$ cat src/rtl/pc_seq_unit.sv
// pc_seq_unit: fetch program counter with stall, branch redirect, flush and optional return-address stack.
// The RAS is compiled in only when the PC_RAS_EN macro is defined.
module pc_seq_unit #(
    parameter int               ISIZE     = 16,
    parameter logic [ISIZE-1:0] RESET_VEC = '0,
    parameter int               STEP      = 1,
    parameter int               RAS_DEPTH = 4
) (
    input  logic             clk,
    input  logic             rst,
    input  logic             stall_i,
    input  logic             branch_i,
    input  logic [ISIZE-1:0] branch_target_i,
    input  logic             call_i,
    input  logic             ret_i,
    output logic [ISIZE-1:0] pc_o,
    output logic [ISIZE-1:0] pc_plus_o,
    output logic             flush_o,
    output logic             ras_empty_o,
    output logic             ras_full_o,
    output logic             ret_err_o
);
    logic [ISIZE-1:0] pc_q, pc_d, ras_top;
    logic             flush_q, flush_d, ret_hit;

    assign pc_plus_o = pc_q + ISIZE'(STEP);
    assign pc_o      = pc_q;
    assign flush_o   = flush_q;

`ifdef PC_RAS_EN
    localparam int            PW   = $clog2(RAS_DEPTH);
    localparam int            CW   = $clog2(RAS_DEPTH + 1);
    localparam logic [PW-1:0] LAST = PW'(RAS_DEPTH - 1);
    localparam logic [CW-1:0] FULL = CW'(RAS_DEPTH);

    logic [ISIZE-1:0] ras_q [RAS_DEPTH];
    logic [PW-1:0]    sp_q, sp_d, sp_inc, sp_dec;
    logic [CW-1:0]    cnt_q, cnt_d;
    logic             err_q, err_d, push;

    // sp_q points at the next free slot; the stack wraps so a push when full drops the oldest entry
    assign sp_inc      = (sp_q == LAST) ? '0 : sp_q + PW'(1);
    assign sp_dec      = (sp_q == '0) ? LAST : sp_q - PW'(1);
    assign ras_top     = ras_q[sp_dec];
    assign ras_empty_o = (cnt_q == '0);
    assign ras_full_o  = (cnt_q == FULL);
    assign ret_err_o   = err_q;
    assign push        = branch_i & call_i;
    assign ret_hit     = ret_i & ~branch_i & ~ras_empty_o;

    // stack pointer, occupancy and sticky return-error next state
    always_comb begin
        sp_d  = push ? sp_inc : ret_hit ? sp_dec : sp_q;
        cnt_d = push ? (ras_full_o ? cnt_q : cnt_q + CW'(1)) : ret_hit ? cnt_q - CW'(1) : cnt_q;
        err_d = err_q | (ret_i & ~branch_i & ras_empty_o);
    end

    // stack control registers
    always_ff @(posedge clk) begin
        if (rst) begin
            sp_q  <= '0;
            cnt_q <= '0;
            err_q <= 1'b0;
        end else begin
            sp_q  <= sp_d;
            cnt_q <= cnt_d;
            err_q <= err_d;
        end
    end

    // return-address storage; contents are don't-care while the count is zero
    always_ff @(posedge clk) begin
        if (!rst && push) ras_q[sp_q] <= pc_plus_o;
    end
`else
    logic unused_ok;

    assign unused_ok   = ^{call_i, ret_i} ^ (RAS_DEPTH > 1);
    assign ras_top     = '0;
    assign ret_hit     = 1'b0;
    assign ras_empty_o = 1'b1;
    assign ras_full_o  = 1'b0;
    assign ret_err_o   = 1'b0;
`endif

    // next PC: branch beats return, redirects beat stall, otherwise advance by STEP
    always_comb begin
        pc_d    = branch_i ? branch_target_i : ret_hit ? ras_top : stall_i ? pc_q : pc_plus_o;
        flush_d = branch_i | ret_hit;
    end

    // PC and flush registers
    always_ff @(posedge clk) begin
        if (rst) begin
            pc_q    <= RESET_VEC;
            flush_q <= 1'b0;
        end else begin
            pc_q    <= pc_d;
            flush_q <= flush_d;
        end
    end
endmodule

$ cat config.mk
export PLATFORM = sky130hd
export DESIGN_NAME = pc_seq_unit
export DESIGN_NICKNAME = d
export VERILOG_FILES = /design/src/rtl/pc_seq_unit.sv
export SDC_FILE = /design/constraint.sdc
export NUM_CORES = 1
export LEC_CHECK = 0
export BUFFER_PORTS_ARGS = -buffer_cell sky130_fd_sc_hd__buf_2
export CAP_MARGIN = 20
export CORE_ASPECT_RATIO = 1.75
export CORE_MARGIN = 4
export CORE_UTILIZATION = 50
export CTS_BUF_LIST = sky130_fd_sc_hd__clkbuf_2
export CTS_CLUSTER_SIZE = 40
export DETAILED_ROUTE_END_ITERATION = 12
export PLACE_DENSITY_LB_ADDON = 0.3
export SLEW_MARGIN = 5
export SYNTH_ARGS = -nofsm -noshare
export SYNTH_HDL_FRONTEND = slang
export SYNTH_SLANG_ARGS = --single-unit
$ cat constraint.sdc
create_clock -name clk -period 3.2 [get_ports clk]
set_input_delay 0.32 -clock clk [delete_from_list [all_inputs] [get_ports clk]]
set_output_delay 0.32 -clock clk [all_outputs]
set_load 0.02 [all_outputs]
==> out/qor.yml <==
status: "finished, final reports clean"
cts_resized: 0
cts_sinks: 17
synth-edff-count: 0
syn_area_um2: 1190
cp-end-kind: "primary output"
diodes: 0
synth-seq-cells: 17
rsz0062_at_grt: "no"
drc_errors: 0
fin_crit_ps: 2570
fillers: 222
area.sequential_um2: 340
clkTransAtPathRegs_ps: 160
slowest_delay_ps: 510
ios: 58
numCtsBuffers: 3
dp_cells: 217
synth-compound-area-share_pct: 15.5
synth-simple-area-share_pct: 22.7
worst_pin_slew_ps: 547
drive_above_1_share_pct: 29.6
synthTopCellsByCount: "17 x dfxtp_1, 17 x xor2_1, 14 x inv_1, 14 x nor2_1"
clock_path_buffers: 2
grt_pass1_wl_um: 4820
synth.area.mux_share_pct: 2.52
hold_violations: 0
ir_drop_uv: 238
worstPathMaxFanout: 11
htree_levels: 1
finalSetupTns_ps: 0
max_freq_mhz: 389
drt-total-wl_um: 2770
die_h_um: 72.6
finalSetupViolations: 0
die_w_um: 44.9
yosysTopAreaCell: "dfxtp_1"
synth_cells: 154
syn_area_per_cell_um2: 7.74
cp_slowest_cell: "or3_1"
nets: 220
maxCapViolCount: 0
yosys-top-cells-area: "dfxtp_1 29%, xor2_1 12%, o21a_1 7.6%, xnor2_1 5.1%, a21oi_1 5.0%"
synth-xor-area-share_pct: 17.6
place_congestion: 0.795
drt_iter0_drc: 27
port_buffers: 52
yosysWarnings: 0
multi_input_area_um2: 719
grt_use_total_pct: 18.9
grt_pass1_vias: 1134
start_util_pct: 52.4
ant_nets: 0
grt_overflow_total: 0
cp.arrival_ps: 2250
async_flop_share_pct: 0
maxSlewViolCount: 0
post_cts_buffers: 0
maxSlewHeadroom_pct: 63.5
pwr_density_cell_nw_per_um2: 346
crit_chain: "nand4_1 -> or3_1 -> nor3_1 -> xor2_1 -> buf_2"
viasPerCell: 5.37
clockRootBuffer: "clkbuf_2"
synth.distinct_cells: 28
post_dp_cell_area_um2: 1400
core_area_um2: 2270
num_vias: 1187
synth_top_area_share_pct: 28.5
required_ps: 2880
yosysSeqAreaShare_pct: 28.5
synth_top_family_by_area: "simple AND/OR/NAND/NOR gates"
wl_per_cell_um: 12.5
cellLeakagePower_nw: 0.742
grt_antenna_before_repair: 0
cp.buffers_inverters: 1
dieArea_um2: 3260
cts_hold_buf: 0
stdcell_count: 221
drt_first_pass_iters: 4
period_share_pct: 80.3
hpwl_um: 2180
min_path_type: "input port to flop"
clk_latency_ps: 300
grt_max_degree: 33
synth-adder-area-share_pct: 1.05
fp-row-count: 23
area_delta_synth_final_pct: 19.4
crit_path_start_kind: "flop"
stdcell_area_um2: 1420
critPathKind: "flop to primary output"
fin_skew_ps: 3.37
cts_tree: "yes"
synth_flop_cell: "dfxtp_1"
cpLargestDelayFamily: "simple AND/OR/NAND/NOR gates"
==> routing by layer <==
metal | share of wire [%] | up-vias | track usage (%) | routed length (um)
met4 | 1.2 | 0 | 5.86 | 34
met2 | 54 | 44 | 35.5 | 1510
met3 | 6.5 | 4 | 2.22 | 180
met1 | 38 | 544 | 21.0 | 1050
li1 | - | 595 | - | -
met5 | 0 | - | 0 | 0
==> final timing paths <==
path	cells past startpoint	slack, ps	start	end
worst max-delay path	5	630	pc_o[4]$_SDFFE_PP0P_	pc_plus_o[15]
worst min-delay path	3	250	branch_target_i[2]	pc_o[2]$_SDFFE_PP0P_
worst max register to register	4	1220	pc_o[4]$_SDFFE_PP0P_	pc_o[13]$_SDFFE_PP0P_
worst min register to register	2	670	pc_o[14]$_SDFFE_PP0P_	pc_o[14]$_SDFFE_PP0P_
==> sequential cells by signal, indices dropped and copies added, names as in the netlist <==
register / cells
flush_o: 1
pc_o: 16
==> power breakdown <==
part | internal [mW] | switching [mW]
clock network | 0.0331 | 0.0675
registers | 0.226 | 0.0242
logic | 0.0567 | 0.0843
==> cell usage in the layout, fill, tap and decap left out, types with 2 or more instances in the layout <==
cell / netlist / layout
conb_1: 2 / 3
o31a_1: 3 / 3
clkbuf_2: 1 / 4
nor2_1: 14 / 14
xnor2_1: 7 / 7
nand3_1: 3 / 3
nor4_1: 6 / 6
o21a_1: 12 / 12
mux2i_1: 3 / 3
nand2b_1: 2 / 2
nor2b_1: 2 / 2
dfxtp_1: 17 / 17
xor2_1: 17 / 17
inv_1: 14 / 14
buf_2: 0 / 52
nand4_1: 3 / 3
nor3_1: 11 / 11
a21oi_1: 12 / 12
nand2_1: 5 / 5
==> per-stage QoR <==
step / setup WS, ps / utilization [%] / power, mW / hold WS [ps]
2_1_floorplan: 962 / - / 0.354 / 463
3_3_place_gp: 1050 / 61.8 / 0.393 / 549
3_5_place_dp: 994 / 61.8 / 0.397 / 564
4_1_cts: 620 / 62.6 / 0.498 / 235
5_1_grt: 320 / 62.6 / 0.524 / 251
6_report: 630 / 62.6 / 0.492 / 245
==> area by class of cell <==
type / count / share of cell area [%]
clock buffer: 4 / 1.41
inverter: 14 / 3.69
multi-input combinational: 109 / 50.5
sequential: 17 / 23.9
tap: 25 / 2.20
timing repair buffer: 52 / 18.3
==> worst min-delay path, stage by stage <==
cell and delay [ps]:
buf_2 70, mux2i_1 50, nor2_1 70
==> cells by family after synthesis <==
kind of cell | count (synthesis)
AOI/OAI and AO/OA | 28
xor gates and xnor gates | 24
adders and majority gates | 1
buffers and inverters | 29
DFF | 17
muxes | 3
other | 2
and+or+nand+nor | 50
(Power assumes the default switching activity.)
